===== config.mk =====
export PLATFORM = sky130hd
export DESIGN_NAME = sum_one_gen
export DESIGN_NICKNAME = d
export VERILOG_FILES = /design/src/rtl/sum_one_gen.sv
export SDC_FILE = /design/constraint.sdc
export NUM_CORES = 1
export LEC_CHECK = 0
export ABC_AREA = 1
export CORE_ASPECT_RATIO = 0.8
export CORE_MARGIN = 2
export CORE_UTILIZATION = 45
export CTS_CLUSTER_DIAMETER = 200
export DETAILED_ROUTE_END_ITERATION = 10
export HOLD_SLACK_MARGIN = 0.05
export PLACE_DENSITY_LB_ADDON = 0.3
export SKIP_LAST_GASP = 1
export SYNTH_ARGS = -nofsm -noshare
export SYNTH_HDL_FRONTEND = slang
export SYNTH_SLANG_ARGS = --single-unit

===== constraint.sdc =====
create_clock -name i_clk -period 1.7 [get_ports i_clk]
set_input_delay 0.34 -clock i_clk [delete_from_list [all_inputs] [get_ports i_clk]]
set_output_delay 0.34 -clock i_clk [all_outputs]
set_load 0.03 [all_outputs]

===== src/rtl/sum_one_gen.sv =====
// sum_one_gen: turns a ones-count into a 2*NUM-bit thermometer word
// {o_a, o_b} with that many ones set from bit 0 upward. The word is
// presented in parallel and shifted out MSB first, one bit per i_bit_en.
module sum_one_gen #(
  parameter  int NUM = 2,
  localparam int CW  = $clog2(2*NUM+1)
) (
  input  logic           i_clk,
  input  logic           i_rst,
  input  logic           i_valid,
  output logic           o_ready,
  input  logic [CW-1:0]  i_cnt,
  input  logic           i_bit_en,
  output logic           o_sdo,
  output logic [NUM-1:0] o_a,
  output logic [NUM-1:0] o_b,
  output logic           o_busy,
  output logic           o_done,
  output logic           o_err
);

  localparam int            W     = 2*NUM;
  localparam logic [CW-1:0] W_CNT = CW'(W);

  typedef enum logic [1:0] {
    ST_IDLE  = 2'd0,
    ST_SHIFT = 2'd1,
    ST_DONE  = 2'd2
  } state_t;

  state_t          state_q, state_d;
  logic [W-1:0]    word_q, word_d;
  logic [W-1:0]    shift_q, shift_d;
  logic [CW-1:0]   bcnt_q, bcnt_d;
  logic            err_q, err_d;
  logic            ready_q, ready_d;
  logic            busy_q, busy_d;
  logic            done_q, done_d;

  // Clamped count and the thermometer mask built one bit wider than the
  // word, so that n = W still yields all ones after truncation.
  logic [CW-1:0]   n_clamped;
  logic            over_range;
  logic [W:0]      mask_wide;
  logic [W-1:0]    mask;

  // Clamp the request and build the n-LSBs-set mask.
  always_comb begin
    over_range = (i_cnt > W_CNT);
    n_clamped  = over_range ? W_CNT : i_cnt;
    mask_wide  = ((W+1)'(1) << n_clamped) - (W+1)'(1);
    mask       = mask_wide[W-1:0];
  end

  // Next-state and next-output computation for the IDLE/SHIFT/DONE sequence.
  always_comb begin
    state_d = state_q;
    word_d  = word_q;
    shift_d = shift_q;
    bcnt_d  = bcnt_q;
    err_d   = err_q;
    ready_d = ready_q;
    busy_d  = busy_q;
    done_d  = 1'b0;

    case (state_q)
      ST_IDLE: begin
        if (i_valid && ready_q) begin
          word_d  = mask;
          shift_d = mask;
          bcnt_d  = W_CNT;
          err_d   = over_range;
          state_d = ST_SHIFT;
          ready_d = 1'b0;
          busy_d  = 1'b1;
        end
      end

      ST_SHIFT: begin
        // i_valid is deliberately ignored here; only the strobe advances.
        if (i_bit_en) begin
          shift_d = {shift_q[W-2:0], 1'b0};
          bcnt_d  = bcnt_q - CW'(1);
          if (bcnt_q == CW'(1)) begin
            state_d = ST_DONE;
            done_d  = 1'b1;
          end
        end
      end

      ST_DONE: begin
        state_d = ST_IDLE;
        ready_d = 1'b1;
        busy_d  = 1'b0;
      end

      default: begin
        state_d = ST_IDLE;
        ready_d = 1'b1;
        busy_d  = 1'b0;
      end
    endcase
  end

  // State and registered outputs; reset overrides everything, even mid-transfer.
  always_ff @(posedge i_clk) begin
    if (i_rst) begin
      state_q <= ST_IDLE;
      word_q  <= '0;
      shift_q <= '0;
      bcnt_q  <= '0;
      err_q   <= 1'b0;
      ready_q <= 1'b1;
      busy_q  <= 1'b0;
      done_q  <= 1'b0;
    end else begin
      state_q <= state_d;
      word_q  <= word_d;
      shift_q <= shift_d;
      bcnt_q  <= bcnt_d;
      err_q   <= err_d;
      ready_q <= ready_d;
      busy_q  <= busy_d;
      done_q  <= done_d;
    end
  end

  // Serial output is only driven while shifting.
  always_comb begin
    o_sdo = (state_q == ST_SHIFT) ? shift_q[W-1] : 1'b0;
  end

  assign o_a     = word_q[W-1:NUM];
  assign o_b     = word_q[NUM-1:0];
  assign o_err   = err_q;
  assign o_ready = ready_q;
  assign o_busy  = busy_q;
  assign o_done  = done_q;

endmodule

# After elaboration in Yosys (flattened, before gate mapping)
# Cells that the tools add are included.
# W data, S select, Z words.
# op_classes
n_reduce_logical,8
bitwise,2
mux,17
shifts,1
magnitude_cmp,1
n_eq_ne,5
addsub,2
# op_table
op,count
$mux W3,3
$mux W4,2
$pmux W4 S2,1
$mux W2,3
$ne A2 B2 Y1 const B,3
$pmux W3 S2,1
$reduce_and A3 Y1,2
$mux W1,4
$pmux W1 S2,2
$pmux W2 S2,1
$reduce_and A2 Y1,2
$shl A1 B3 Y4 const A,1
$sub A4 B2 Y4 const B,1
$eq A3 B1 Y1 const B,1
$gt A3 B3 Y1 const B,1
$reduce_or A3 Y1,1
$sub A3 B1 Y3 const B,1
$eq A2 B1 Y1 const B,1
$logic_not A2 Y1,1
$not A1 Y1,2
$reduce_bool A2 Y1,1
$logic_and A1 B1 Y1,1
# word_totals
inputBits,7
register_bits,17
out_inout_bits,9

# Depth between registers and ports, before layout
# Gate-level depths: netlist (run 1).
# logic_depth
ltp_word,6
ltp_mapped,7
mapped_depth_nobuf,7

# Worst setup path after synthesis (run 1)
# OpenSTA, ideal clock, no wires.
# synth_timing
kind,flip-flop to output port
start,register state_q[1]
end,output port o_sdo
arrival_ps,940
path_slack_ps,420
path_buffers,0
path_stages_with_launch,4
path_cell_list,dfxtp_1 inv_1 nand2_1 nor2_1
# synth_between
elab_chain_cells,2
# synth_rtl
element,line,source
from (decl),31,"state_t state_q, state_d;"
from (signal assigned),117,state_q <= state_d;
$eq A2 B1 Y1,130,o_sdo = (state_q == ST_SHIFT) ? shift_q[W-1] : 1'b0;
$mux W1,130,
to (decl),14,"output logic o_sdo,"
# Every way passes these cells.

# Final worst setup path (run 1)
# layout_timing
start,register word_q[0]
end,output port o_b[0]
# layout_rtl
element,line,source
from (decl),32,"logic [W-1:0] word_q, word_d;"
from (signal assigned),118,word_q <= word_d;
to (decl),16,"output logic [NUM-1:0] o_b,"
# No word-level cell between the ends.

==> key figures, run 1 <==
Logic synthesis
  – Cell variety after synth: 16
  – Share of the yosys chip area belonging to registers: 45.6%
  – Mean instance size in the synthesized netlist: 6.98 um^2
  – Share of synthesized cell area in and, or, nand and nor gates: 31.5%
  – Xor/xnor cell area share of the yosys netlist: 0%
  – Adder-Cell Fraction of Synth Area: 3.35%
  – Syn_nets: 116
  – Main combinational cell family by area after synthesis: simple AND/OR/NAND/NOR gates
  – Share of cell area taken by muxes after synthesis: 0%
  – YS warnings: 0
  – Area fraction in compound gates after synthesis: 10.9%
  – Mapped Area: 747 um^2
  – Register bit total from synthesis: 17
  – Post-synthesis cell count: 107

GRT
  – Antenna violations before repair: 0
  – Met1 Usage GRT: 21.5%
  – Busiest grt layer: met2
  – Total grt overflow: 0
  – Met2 usage: 28.7%
  – Pin count of the biggest net entering global routing: 11
  – Total routing resource utilization after global routing: 18.4%
  – Number of global-route vias before repair: 604
  – Global routing met3 resource utilization: 7.46%
  – Wire length of the first global-routing pass: 2550 um

Clocking
  – TritonCTS Buffers: 3
  – Clk sinks: 17
  – Max Buffers Root-to-Sink: 2
  – Later-pin clock latency in the skew report: 0.30 ns
  – Clock tree from TritonCTS: yes
  – Cell chosen for the clock root: clkbuf_4
  – Register clock-pin slew on the reported worst setup and hold paths: 0.09 ns
  – Number of hold-repair buffers added at the cts stage: 0
  – H-tree depth: 1

Setup path
  – Category of the most critical setup path: reg -> out
  – Crit path buffers/inverters: 1
  – Capturing element type of the critical path: primary output
  – Slowest cell on the critical path: clkdlybuf4s50_1
  – Delay of the slowest critical-path stage: 0.67 ns
  – Maximum fanout encountered on the critical timing path: 2
  – Launching element type of the critical path: register
  – Critical-path cell list: clkdlybuf4s50_1
  – Arrival time worst endpoint: 1.30 ns
  – CP delay by family, top: buffers and inverters
  – Required time worst endpoint: 1.36 ns

Finish
  – Multi-input logic area: 342 um^2
  – Fraction of the core area covered by cells at the end of the flow: 61.5%
  – Number of antenna cells inserted: 0
  – Area Overhead vs Synth: 31.2%
  – Final #Nets: 138
  – Share of cells above drive strength 1: 10.2%
  – Fillers: 157
  – Sequential standard cell area: 340 um^2

Place
  – Placed wire-length estimate: 1180 um
  – Final Wtd Congestion: 0.835
  – Number of buffers inserted by port buffering: 15

Routing
  – Detailed-route wire length per cell: 10.6 um
  – Drt via density: 4.87
  – First drt pass iteration count: 4
  – Number of nets with antenna violations after detailed routing: 0
  – Vias after detailed routing: 731
  – DR iter-0 viols: 22
  – Final wirelength: 1580 um
  – Detailed-route DRC error count: 0

Die
  – Die span in x: 49.6 um
  – Count of standard-cell rows: 13
  – Die area: 2000 um^2
  – Die boundary height: 40.4 um
  – Starting Density: 46.9%
  – Total I/O pin count: 16
  – Placeable core region: 1590 um^2

Pwr
  – Internal cell power: 0.634 mW
  – Share of power burned in combinational logic: 27.6%
  – Clock network power share: 23.0%
  – Power Density: 972 nW/um^2
  – Power spent charging and discharging nets: 0.318 mW
  – Net Sw Frac: 33.4%
  – Sequential cell fraction of total power: 49.4%
  – Maximum VDD drop: 649 uV
  – Total leakage power: 0.526 nW

STA
  – Final critical-path required period: 1.64 ns
  – Worst rel slew slack: 78.4%
  – Count of final hold-check violations: 0
  – Count of final setup violators: 0
  – Transition time of the tightest slew-check pin: 0.323 ns
  – Setup Skew: 0.0130 ns
  – Count of final max-slew check failures: 0
  – Highest clock rate: 0.611 GHz
  – TNS Setup: 0 ns
  – Unrepaired setup endpoints after global routing: false
  – Final clock period utilization by the worst path: 96.3%

Worst hold path
  – Tightest Hold Check Type: reg -> reg

Status
  – Run status: finished clean

Flow run
  – Total of max-cap violations: 0
## power groups by stage
stage	Combinational, mW	Clock [mW]	Sequential [mW]
after global routing	0.296	0.246	0.476
final	0.263	0.219	0.470
after floorplan	0.141	0	0.509
after global placement	0.261	0	0.479
after CTS	0.267	0.225	0.471
after detailed placement	0.265	0	0.480
## sequential cells by signal, indices dropped and copies added (netlist names)
signal   cells
shift_q      4
word_q       4
o_ready      1
bcnt_q       3
state_q      2
o_done       1
o_busy       1
o_err        1
## path summary, 6_finish.rpt
check / startpoint / depth (start not counted) / slack, ns / to
setup / recovery: word_q[0] / 1 / 0.06 / o_b[0]
hold / removal: o_err / 2 / 0.47 / o_err
setup reg to reg: state_q[0] / 6 / 0.52 / bcnt_q[1]
hold reg to reg: o_err / 2 / 0.47 / o_err
## area by class of cell
cell class / count / share of cell area (%)
clock inverter: 1 / 0.511
multi-input combinational: 74 / 34.9
sequential: 17 / 34.7
clock buffer: 3 / 2.30
inverter: 14 / 5.36
tap: 22 / 2.81
timing repair buffer: 19 / 19.4
## placed cells by master (no fill, tap or decap), types with 3 or more instances in the layout
cell and n:
dfxtp_1 17, nand3_1 7, a21oi_1 7, nand2_1 26
clkbuf_4 3, clkdlybuf4s50_1 8, nor2_1 17, inv_1 14
o21ai_0 7, dlymetal6s2s_1 6, buf_4 4
## synth_stat cells, drive strengths merged
| library cell | instances | area share (%) |
|---|---|---|
| nand3 | 8 | 6.0 |
| o21ai | 8 | 5.4 |
| dfxtp | 17 | 46 |
| ha | 2 | 3.3 |
| a21oi | 7 | 4.7 |
| buf | 2 | 1.7 |
| inv | 14 | 7.0 |
| nand2 | 28 | 15 |
| o22ai | 1 | 0.84 |
| nor2 | 18 | 9.4 |
| nor3 | 2 | 1.3 |
## per-layer routing
layer,routed length (um),share of wire [%]
met5,0,0
met4,59,3.7
met3,119,7.5
met2,677,43
met1,726,46
## cells by family after synthesis
kind of cell | Yosys count
AO/OA/AOI/OAI | 16
adder cells (fa/ha/maj) | 2
buffers and inverters | 16
flip-flops | 17
AND/OR/NAND/NOR | 56
## tightest hold or removal path, stage by stage (launching register included)
cell and delay [ns]:
dfxtp_1 0.32, nand2_1 0.06, a21oi_1 0.05
## timing repair
action                     4_1_cts  5_1_grt
setup buffers                    0        0
setup endpoints to repair        1        7
gates resized for setup          1        8
cloned                           0        0
pin swaps                        0        0
## through the flow
| step | setup slack (ns) | area [um^2] | cells | power (mW) | hold slack, ns |
|---|---|---|---|---|---|
| finish | 0.0627 | 980 | 150 | 0.952 | 0.473 |
| global placement | 0.169 | 942 | 146 | 0.740 | 0.462 |
| floorplan | 0.420 | 747 | 107 | 0.650 | 0.461 |
| CTS | 0.00776 | 968 | 150 | 0.962 | 0.476 |
| detailed placement | 0.143 | 942 | 146 | 0.744 | 0.460 |
| global route | 0.00567 | 980 | 150 | 1.02 | 0.496 |
Power figures use the tool's default switching activity.
==> inputs of run 2 (changes only) <==
--- a/config.mk
+++ b/config.mk
@@ -8,5 +8,4 @@
 export ABC_AREA = 1
 export CORE_ASPECT_RATIO = 0.8
-export CORE_MARGIN = 2
 export CORE_UTILIZATION = 45
 export CTS_CLUSTER_DIAMETER = 200
@@ -14,4 +13,5 @@
 export HOLD_SLACK_MARGIN = 0.05
 export PLACE_DENSITY_LB_ADDON = 0.3
+export SETUP_SLACK_MARGIN = 0.02
 export SKIP_LAST_GASP = 1
 export SYNTH_ARGS = -nofsm -noshare
==> constraint.sdc (replaced) <==
create_clock -name i_clk -period 1.7 [get_ports i_clk]
set_input_delay 0.34 -clock i_clk [delete_from_list [all_inputs] [get_ports i_clk]]
set_output_delay 0.34 -clock i_clk [all_outputs]
set_load 0.1 [all_outputs]
==> key figures, run 2 (synthesis gave the netlist of run 1 again) <==
GRT
  – Total routing resource utilization after global routing: 21.8%
  – Antenna violations before repair: 0
  – Number of global-route vias before repair: 631
  – Total grt overflow: 0
  – Wire length of the first global-routing pass: 2590 um
  – Pin count of the biggest net entering global routing: 12

Clocking
  – Later-pin clock latency in the skew report: 0.30 ns
  – Register clock-pin slew on the reported worst setup and hold paths: 0.10 ns
  – Clock tree from TritonCTS: yes
  – Cell chosen for the clock root: clkbuf_4
  – Max Buffers Root-to-Sink: 2
  – Clk sinks: 17
  – H-tree depth: 1
  – TritonCTS Buffers: 3

Finish
  – Fillers: 128
  – Share of cells above drive strength 1: 16.7%
  – Leading registers by flop count: shift_q (4), word_q (4), bcnt_q (3)
  – Highest-count cells in the layout ignoring fill and taps: nand2_1, dfxtp_1, nor2_1
  – Post-route cell area: 1050 um^2
  – Sequential standard cell area: 340 um^2
  – Most frequent standard cell in the layout excluding fill and tap cells: nand2_1
  – Number of antenna cells inserted: 0
  – Fraction of the core area covered by cells at the end of the flow: 71.3%
  – Area Overhead vs Synth: 40.4%
  – Multi-input logic area: 347 um^2
  – Final #Nets: 136

Pwr
  – Sequential cell fraction of total power: 43.5%
  – Share of power burned in combinational logic: 36.1%
  – Total leakage power: 0.478 nW
  – Net Sw Frac: 39.2%
  – Internal cell power: 0.673 mW
  – Power Density: 1060 nW/um^2
  – Clock network power share: 20.4%
  – Power spent charging and discharging nets: 0.434 mW
  – Maximum VDD drop: 579 uV

Place
  – Final Wtd Congestion: 0.802
  – Placed wire-length estimate: 1170 um
  – Placement Cell Area: 1020 um^2
  – Setup WS pre-CTS: 0.145 ns
  – Number of buffers inserted by port buffering: 15

Setup path
  – Critical-path cell list: inv_1, nand2_2, nor2_2, buf_12
  – Delay of the slowest critical-path stage: 0.34 ns
  – Capturing element type of the critical path: primary output
  – Launching element type of the critical path: register
  – Arrival time worst endpoint: 1.27 ns
  – Startpoint of the most critical register-to-register path: o_ready
  – Required time worst endpoint: 1.36 ns
  – Category of the most critical setup path: reg -> out
  – Critical path origin: state_q[1]
  – Maximum fanout encountered on the critical timing path: 5
  – Crit path buffers/inverters: 2
  – CP delay by family, top: flip-flops
  – Crit path depth: 4
  – Slowest cell on the critical path: dfxtp_1
  – R2r worst-path depth: 7

STA
  – Count of final max-slew check failures: 0
  – Setup Skew: 0.00580 ns
  – Post-route worst hold slack: 0.501 ns
  – Worst setup margin: 0.0919 ns
  – Count of final hold-check violations: 0
  – Unrepaired setup endpoints after global routing: false
  – Worst rel slew slack: 82.4%
  – Count of final setup violators: 0
  – Transition time of the tightest slew-check pin: 0.263 ns
  – Final critical-path required period: 1.61 ns
  – Final clock period utilization by the worst path: 94.6%
  – Highest clock rate: 0.622 GHz
  – TNS Setup: 0 ns

Routing
  – DR iter-0 viols: 19
  – Drt via density: 5.04
  – Detailed-route wire length per cell: 11.1 um
  – Number of nets with antenna violations after detailed routing: 0
  – Detailed-route DRC error count: 0
  – First drt pass iteration count: 4
  – Vias after detailed routing: 741
  – Final wirelength: 1630 um

Worst hold path
  – Beginning of the worst hold path: shift_q[2]
  – Depth of the worst hold-timing path: 2
  – Tightest Hold Check Type: reg -> reg

Die
  – Placeable core region: 1470 um^2
  – Starting Density: 50.8%
  – Total I/O pin count: 16
  – Die area: 1830 um^2
  – Die boundary height: 38.4 um
  – Die span in x: 47.6 um
  – Count of standard-cell rows: 12

Status
  – Run status: finished clean

Flow run
  – Total of max-cap violations: 0
run 2: worst paths after layout:
| check | slack, ns | endpoint |
|---|---|---|
| min reg2reg | 0.50 | shift_q[2] |
| min | 0.50 | shift_q[2] |
| max reg2reg | 0.55 | shift_q[3] |
| max | 0.09 | o_sdo |
run 2: final cells by class:
| class | count | share of cell area, % |
|---|---|---|
| clock inverters | 1 | 0.477 |
| clock buffers | 3 | 2.15 |
| flip-flops and latches | 17 | 32.5 |
| multi-input cells | 74 | 33.1 |
| inverters | 14 | 5.01 |
| well taps | 21 | 2.51 |
| repair buffers | 17 | 24.3 |
run 2: power groups by stage:
stage,logic [mW],clock network [mW],registers (mW)
final,0.400,0.225,0.481
after global routing,0.432,0.247,0.486
after CTS,0.399,0.229,0.480
after detailed placement,0.396,0,0.490
after global placement,0.390,0,0.488
after floorplan,0.150,0,0.599
run 2: worst reg2reg max path, cell delays in order (launching register included):
cell and delay (ns):
dfxtp_1 0.41, nand2_1 0.07, inv_1 0.06, nand2_2 0.13, nand2_2 0.14, inv_1 0.09, nor2_1 0.11, nor2_1 0.05
run 2: stage by stage:
stage / power (mW) / std cells
after global routing: 1.16 / 147
after detailed placement: 0.886 / 143
after CTS: 1.11 / 147
final: 1.11 / 147
after floorplan: 0.749 / 107
after global placement: 0.878 / 143
run 2: what timing repair did:
| item | in CTS | in global routing |
|---|---|---|
| gates resized for setup | 0 | 1 |
| setup buffers | 0 | 0 |
| setup endpoints to repair | 0 | 1 |
| hold buffers | 0 | 0 |
run 2: routing by layer:
layer | vias up | share of wire, % | GRT usage [%]
met5 | - | 0 | 0
met4 | 0 | 3.9 | 16.7
met3 | 9 | 7.7 | 8.49
met2 | 32 | 44 | 33.6
met1 | 327 | 44 | 23.6
li1 | 373 | - | -
==> inputs of run 3 (changes only) <==
- SLEW_MARGIN: not set -> 0
==> results of run 3 <==
Final layout, timing and power as in run 2 (identical DEF).
